$ cat src/rtl/exe_muldiv.sv
// Iterative radix-2 RV32M multiply/divide unit for the execute stage.
// Ports: clk/rst/flush, in_* request (valid/ready), out_* tagged result.
module exe_muldiv #(
    parameter int XLEN  = 32,
    parameter int TAG_W = 5
) (
    input  logic             clk,
    input  logic             rst,
    input  logic             flush,
    input  logic             in_valid,
    output logic             in_ready,
    input  logic [2:0]       in_op,
    input  logic [XLEN-1:0]  in_rs1,
    input  logic [XLEN-1:0]  in_rs2,
    input  logic [TAG_W-1:0] in_tag,
    output logic             out_valid,
    input  logic             out_ready,
    output logic [XLEN-1:0]  out_result,
    output logic [TAG_W-1:0] out_tag
);

    localparam int CW = $clog2(XLEN);
    localparam logic [XLEN-1:0] MIN_NEG = {1'b1, {(XLEN-1){1'b0}}};

    typedef enum logic [1:0] {IDLE, BUSY, DONE} state_e;

    state_e            state_q, state_d;
    logic [CW-1:0]     cnt_q, cnt_d;
    logic [2:0]        op_q, op_d;
    logic              qneg_q, qneg_d;
    logic              rneg_q, rneg_d;
    logic [XLEN-1:0]   hi_q, hi_d;
    logic [XLEN-1:0]   lo_q, lo_d;
    logic [XLEN-1:0]   b_q, b_d;
    logic              out_valid_q, out_valid_d;
    logic [XLEN-1:0]   out_result_q, out_result_d;
    logic [TAG_W-1:0]  out_tag_q, out_tag_d;

    // Request decode: operand signedness, magnitudes, special divides
    logic              a_sgn, b_sgn, sa, sb;
    logic              div0, ovf, special;
    logic [XLEN-1:0]   abs_a, abs_b, spec_res;

    always_comb begin
        a_sgn    = in_op[2] ? ~in_op[0] : (in_op[1] ^ in_op[0]);
        b_sgn    = in_op[2] ? ~in_op[0] : (in_op == 3'd1);
        sa       = a_sgn & in_rs1[XLEN-1];
        sb       = b_sgn & in_rs2[XLEN-1];
        abs_a    = sa ? -in_rs1 : in_rs1;
        abs_b    = sb ? -in_rs2 : in_rs2;
        div0     = (in_rs2 == '0);
        ovf      = ~in_op[0] & (in_rs1 == MIN_NEG) & (&in_rs2);
        special  = in_op[2] & (div0 | ovf);
        if (div0) begin
            spec_res = in_op[1] ? in_rs1 : '1;
        end else begin
            spec_res = in_op[1] ? '0 : in_rs1;
        end
    end

    // One iteration: hi holds partial product / remainder,
    // lo holds the shifting multiplier / dividend-quotient
    logic [XLEN:0]     mul_sum;
    logic [XLEN:0]     shifted;
    logic              ge;
    logic [XLEN-1:0]   hi_sub, hi_nx, lo_nx;
    logic [2*XLEN-1:0] prod, prod_fix;
    logic [XLEN-1:0]   q_fix, r_fix, fin_res;

    always_comb begin
        mul_sum = {1'b0, hi_q} + (lo_q[0] ? {1'b0, b_q} : '0);
        shifted = {hi_q, lo_q[XLEN-1]};
        ge      = (shifted >= {1'b0, b_q});
        // Restored value is below b_q, so the low bits suffice
        hi_sub  = shifted[XLEN-1:0] - b_q;
        if (op_q[2]) begin
            hi_nx = ge ? hi_sub : shifted[XLEN-1:0];
            lo_nx = {lo_q[XLEN-2:0], ge};
        end else begin
            {hi_nx, lo_nx} = {mul_sum, lo_q[XLEN-1:1]};
        end
        prod     = {hi_nx, lo_nx};
        prod_fix = qneg_q ? -prod : prod;
        q_fix    = qneg_q ? -lo_nx : lo_nx;
        r_fix    = rneg_q ? -hi_nx : hi_nx;
        unique case (op_q)
            3'd0:             fin_res = prod_fix[XLEN-1:0];
            3'd1, 3'd2, 3'd3: fin_res = prod_fix[2*XLEN-1:XLEN];
            3'd4, 3'd5:       fin_res = q_fix;
            default:          fin_res = r_fix;
        endcase
    end

    always_comb begin
        state_d      = state_q;
        cnt_d        = cnt_q;
        op_d         = op_q;
        qneg_d       = qneg_q;
        rneg_d       = rneg_q;
        hi_d         = hi_q;
        lo_d         = lo_q;
        b_d          = b_q;
        out_valid_d  = out_valid_q;
        out_result_d = out_result_q;
        out_tag_d    = out_tag_q;
        if (flush) begin
            state_d     = IDLE;
            out_valid_d = 1'b0;
        end else begin
            unique case (state_q)
                IDLE: begin
                    if (in_valid) begin
                        op_d      = in_op;
                        out_tag_d = in_tag;
                        qneg_d    = sa ^ sb;
                        rneg_d    = sa;
                        cnt_d     = '0;
                        hi_d      = '0;
                        lo_d      = abs_a;
                        b_d       = abs_b;
                        if (special) begin
                            out_result_d = spec_res;
                            out_valid_d  = 1'b1;
                            state_d      = DONE;
                        end else begin
                            state_d = BUSY;
                        end
                    end
                end
                BUSY: begin
                    hi_d  = hi_nx;
                    lo_d  = lo_nx;
                    cnt_d = cnt_q + CW'(1);
                    if (cnt_q == CW'(XLEN-1)) begin
                        out_result_d = fin_res;
                        out_valid_d  = 1'b1;
                        state_d      = DONE;
                    end
                end
                DONE: begin
                    if (out_ready) begin
                        out_valid_d = 1'b0;
                        state_d     = IDLE;
                    end
                end
                default: state_d = IDLE;
            endcase
        end
    end

    always_ff @(posedge clk) begin
        if (rst) begin
            state_q      <= IDLE;
            cnt_q        <= '0;
            op_q         <= '0;
            qneg_q       <= 1'b0;
            rneg_q       <= 1'b0;
            hi_q         <= '0;
            lo_q         <= '0;
            b_q          <= '0;
            out_valid_q  <= 1'b0;
            out_result_q <= '0;
            out_tag_q    <= '0;
        end else begin
            state_q      <= state_d;
            cnt_q        <= cnt_d;
            op_q         <= op_d;
            qneg_q       <= qneg_d;
            rneg_q       <= rneg_d;
            hi_q         <= hi_d;
            lo_q         <= lo_d;
            b_q          <= b_d;
            out_valid_q  <= out_valid_d;
            out_result_q <= out_result_d;
            out_tag_q    <= out_tag_d;
        end
    end

    assign in_ready   = (state_q == IDLE);
    assign out_valid  = out_valid_q;
    assign out_result = out_result_q;
    assign out_tag    = out_tag_q;

endmodule
$ cat config.mk
export PLATFORM = sky130hd
export DESIGN_NAME = exe_muldiv
export DESIGN_NICKNAME = d
export VERILOG_FILES = /design/src/rtl/exe_muldiv.sv
export SDC_FILE = /design/constraint.sdc
export NUM_CORES = 1
export LEC_CHECK = 0
export BUFFER_PORTS_ARGS = -buffer_cell sky130_fd_sc_hd__buf_4
export CAP_MARGIN = 20
export CORE_MARGIN = 2
export CORE_UTILIZATION = 55
export DETAILED_ROUTE_END_ITERATION = 10
export PLACE_DENSITY_LB_ADDON = 0.25
export RECOVER_POWER = 100
export SYNTH_ARGS = -nofsm -noshare
export SYNTH_HDL_FRONTEND = slang
export SYNTH_SLANG_ARGS = --single-unit
$ cat constraint.sdc
create_clock -name clk -period 5 [get_ports clk]
set_input_delay 1 -clock clk [delete_from_list [all_inputs] [get_ports clk]]
set_output_delay 1 -clock clk [all_outputs]
set_load 0.005 [all_outputs]
* Word-level counts from Yosys, hierarchy flattened *
Cells that the tools add are included.
W data, S select, Z words.

storage, ports and cells
  flip-flop bits (word level) = 146
  input bits = 77

operators by class
  add/sub/neg operators = 8
  $lt $le $gt $ge = 1
  equal/unequal tests = 14
  mux-type cells = 35
  bitwise logic cells = 10
  reductions and logical operators = 14

operator list
  cell                    number
  $mux W32                16
  $pmux W32 S2            3
  $neg A32 Y32            4
  $pmux W32 S3            1
  $mux W64                1
  $neg A64 Y64            1
  $add A32 B32 Y33        1
  $ge A33 B32 Y1          1
  $eq A32 B32 Y1 const B  1
  $logic_not A32 Y1       1
  $reduce_and A32 Y1      1
  $sub A32 B32 Y32        1
  $pmux W5 S2             1
  $reduce_and A5 Y1       2
  $reduce_and A3 Y1       3
  $mux W2                 4
  $eq A3 B1 Y1 const B    2
  $eq A3 B2 Y1 const B    2
  $eq A3 B3 Y1 const B    2
  $mux W1                 6
  $ne A2 B2 Y1 const B    3
  $pmux W2 S3             1
  $add A5 B1 Y5 const B   1
  $and A1 B1 Y1           5
  15 further kinds        18

* Longest topological paths before layout *
  word-level depth = 8
  depth in mapped cells = 22
  mapped depth without buffers = 19

* Worst setup path before layout *
OpenSTA, ideal clock, no wires.

  path type = flip-flop to flip-flop
  from = register op_q[2]
  to = register out_result_q[28], in the netlist out_result[28]
  arrival = 4.710 ns
  setup slack = 0.195 ns
  stages on the path, launching flop included = 20
  buffers on the path = 8
  cells stage by stage = dfxtp_1 -> buf_2 -> buf_1 -> clkbuf_1 -> buf_2 -> buf_2 -> buf_2 -> a31o_2 -> clkbuf_1 -> ha_1 -> o21ai_0 -> or3_1 -> or3_1 -> nand2b_1 -> clkbuf_1 -> or2_2 -> o41ai_1 -> xnor2_1 -> a22oi_1 -> a221oi_1

on the way
  longest elaborated chain between the ends = 6
  elaborated cells on any way between the ends = 19
  those cells by class = add/sub (3); eq/ne (5); mux (8); reduce/logical (3)

RTL lines
  what                                  line  RTL
  from (decl)                           29    logic [2:0] op_q, op_d;
  from (signal assigned)                167   op_q <= op_d;
  $mux W32                              76    if (op_q[2]) begin
  $neg A64 Y64 (tied with other cells)  83    prod_fix = qneg_q ? -prod : prod;
  $mux W64 (tied with other cells)      83
  $pmux W32 S3 *                        86    unique case (op_q)
  $mux W32 *                            134   if (cnt_q == CW'(XLEN-1)) begin
  $pmux W32 S2 *                        110   unique case (state_q)
  to (signal assigned)                  174   out_result_q <= out_result_d;
  to (decl)                             36    logic [XLEN-1:0] out_result_q, out_result_d;

Every way passes the cells marked *; elsewhere a longest branch is shown, timed or not. The select of a mux whose other input is x is not followed.
A chain may end at the register's enable or synchronous reset.

* Final worst setup path *
  from = register b_q[1]
  to = register out_result_q[27], in the netlist out_result[27]

on the way
  longest elaborated chain between the ends = 8
  elaborated cells on any way between the ends = 16
  those cells by class = add/sub (5); order compare (1); mux (10)

RTL lines
  what                                                 line    RTL
  from (decl)                                          34      logic [XLEN-1:0] b_q, b_d;
  from (signal assigned)                               160     b_q <= '0;
  from (signal assigned)                               172     b_q <= b_d;
  $mux W32 (tied with other cells)                     71      mul_sum = {1'b0, hi_q} + (lo_q[0] ? {1'b0, b_q} : '0);
  $add A32 B32 Y33 / $mux W32 (equally long branches)  71, 77
  $mux W32                                             76
  $neg A64 Y64 / $neg A32 Y32 (equally long branches)  83, 85
  $mux W64 / $mux W32 (equally long branches)          83, 85
  $pmux W32 S3 *                                       86
  $mux W32 *                                           134
  $pmux W32 S2 *                                       110

Marks and branches as above.

==> metrics <==
status finished, final reports clean; routability cong. approximately 1; Post-synth top flop dfxtp_1; clock-pin slew on the worst setup and hold paths roughly 0.08 ns; CTS buffer count 17; Post-Place Worst Slack -0.153 ns; Vias/cell 6.93; most common cell after layout, fill and taps aside nand2_1; GRT Overall Usage 0.439; vias in the first global route approximately 17,000; Psw ~0.0015 W; Die X 171 µm; Leakage 6.84 nW; fill cell count around 2,400; Syn Inst Count about 2,100; CTS HTree Levels 4; drt total wl approximately 66 mm; Max Slew Vio Count 0; Net Sw Frac 0.387; slack of the critical path between 0.1 and 0.15 ns; synthesized area per cell 7.10 µm²; post-route ant nets 0; Final Hold Fails 0; crit path capture type flop; Area Overhead vs Synth 17.4%; Hold Crit Class reg2reg; startpoint types flop; Power Internal 0.00241 W; most frequent cells in the layout nand2_1 (226), nor2_1 (221), buf_4 (197); PD cells 219 nW/µm²; die footprint 29,100 µm²; standard-cell row count 60; Pre-antenna DRT Iters 9; routed length per placed instance 24.6 µm; Max Fclk just over 200 MHz; synth warn 0; total gr overflow 0; Peak supply drop 0.000252 V; layout cell share with drive strength beyond 1 0.156; post-synthesis sequential area ratio 0.192; Final Cycle Share 0.980; Crit path arrival time 5.26 ns; Comb power frac 0.335; Finish-stage setup viols 0; CTS Buffer Depth 2; worst-path maximum fanout 6; number of synthesized flops with an enable pin 0; Tightest Pin Transition between 1 and 1.5 ns; CORE AREA ~27,000 µm²; min Tclk post-route 4.90 ns; Mapped Area approximately 15,000 µm²; DRC 0; asr flop ratio synth 0; Initial Utilization 0.563; vias after detailed routing about 19,000; PortBufs between 100 and 150; chip height roughly 170 µm; antenna violations before repair 4; Starting DRT DRC Count roughly 2,800; total power draw just under 0.004 W; TritonCTS clock tree built; max-cap viol count 0; syn_nets around 2,300; required time of the critical path about 5.4 ns; first-pass GRT wire length roughly 98 mm; max_slew headroom 0.0177; Distinct cells, synth 89; critical path type reg2reg; fin nets 2,436; Clock Power Share 0.345; TNS Setup 0 ns; post-synthesis register bit count 146; Worst Skew roughly 0.018 ns; clk sinks 146; # IOs around 120; sequential power share 0.320; Clock Latency Late Sink 0.46 ns; HPWL Detailed approximately 50 mm; Root Buffer clkbuf_16; largest net degree at the start of global routing 57
critical path, stage by stage (launching register included):
cell and delay (ns):
dfxtp_2 0.46, inv_1 0.12, ha_1 0.32, nand2b_1 0.09
a21o_1 0.22, a211o_1 0.29, buf_4 0.16, a311oi_4 0.39
nor2_1 0.10, a311o_1 0.44, or4_4 0.58, or4_4 0.51
or2_0 0.39, o21ai_0 0.27, xnor2_1 0.17, nor3_1 0.07
nor4_1 0.24
logic make-up (layout without fill, tap and decap cells):
family | after synthesis | count (layout) | share of synthesized area
AOI/OAI and AO/OA | 719 | 719 | 0.315
xor gates and xnor gates | 161 | 161 | 0.0925
adders and majority gates | 92 | 92 | 0.0735
buffers and inverters | 205 | 353 | 0.0520
DFF | 146 | 146 | 0.192
muxes | 43 | 43 | 0.0294
other | 0 | 1 | 0
and+or+nand+nor | 783 | 784 | 0.246
stage by stage:
step	instance area [µm²]	utilization	std cells	hold WS (ns)
2_1_floorplan	15300	-	2149	0.440
3_3_place_gp	17100	0.631	2627	0.443
3_5_place_dp	17100	0.631	2627	0.448
4_1_cts	17700	0.653	2659	0.457
5_1_grt	17900	0.660	2670	0.474
6_report	17900	0.660	2671	0.452
synth_stat cells, types with 9 or more instances:
master     number  area, µm²
or2_2          13       81.3
nand2_1       226        848
nand3_1        49        245
or3_1          33        206
xnor2_1        98        858
inv_1          66        248
a211oi_1       61        458
a311oi_1       22        193
nor4_1         19        119
dfxtp_1       146       2920
o21a_1         14        105
a21o_1         26        195
o211ai_1       43        323
o31ai_1        30        225
o22ai_1        11       68.8
mux2_2         14        158
o31a_1          9       78.8
nor2_1        225        845
and3_1         10       62.6
and4_1          9       78.8
clkbuf_1      103        387
buf_2          10       50.1
o41ai_1        14        123
o221ai_1       17        149
ha_1           72        901
nor2b_1        10       62.6
o21ai_0       127        636
xor2_1         63        552
a221oi_1       17        149
a31oi_1        22        138
and2_1         43        269
nor3_1         63        315
nand4_1        24        150
nand2b_1       17        106
buf_1          24       90.1
o2111ai_1      11       96.3
maj3_1         18        180
a21oi_1       192        961
a22oi_1        35        263
mux2i_1        29        290
area by class of cell:
type                       instances  area (µm²)  share of cell area
antenna                            1        2.50            0.000140
inverter                          66         248              0.0138
sequential                       146        2930               0.164
multi-input combinational       1799       11800               0.658
clock buffer                      18         439              0.0245
timing repair buffer             255        1890               0.106
tap                              372         465              0.0260
clock inverter                    14         143             0.00797
sequential cells by signal (all words and copies together) (netlist names):
register and count:
op_q 3, lo_q 32, cnt_q 5, out_valid 1, out_result 32, state_q 2
out_tag 5, b_q 32, hi_q 32, qneg_q 1, rneg_q 1
power groups by stage:
stage               Clock [W]  Sequential (W)  Combinational, W
finish                0.00136         0.00126           0.00131
global route          0.00139         0.00126           0.00139
CTS                   0.00135         0.00125           0.00122
detailed placement          0         0.00128           0.00121
global placement            0         0.00128           0.00120
floorplan                   0         0.00126          0.000764
what timing repair did:
action                                  in CTS  in global routing
pin swaps                                    0                 10
endpoints found under the setup margin      11                 25
gates resized for setup                      5                 41
cloned                                       0                  1
buffers inserted                             0                 10
hold buffers                                 0                  0
path summary, 6_finish.rpt:
check	startpoint	to	slack, ns	cells past startpoint
worst max-delay path	b_q[1]	out_result[27]	0.10	16
worst min-delay path	out_result[0]	out_result[0]	0.45	2
worst max register to register	b_q[1]	out_result[27]	0.10	16
worst min register to register	out_result[0]	out_result[0]	0.45	2
per-layer routing:
metal,track usage,share of wire
met3,0.131,0.13
met4,0.146,0.035
met1,0.607,0.41
met5,0,0.00061
met2,0.648,0.42
Note: power is estimated with default switching activity, not from simulation.
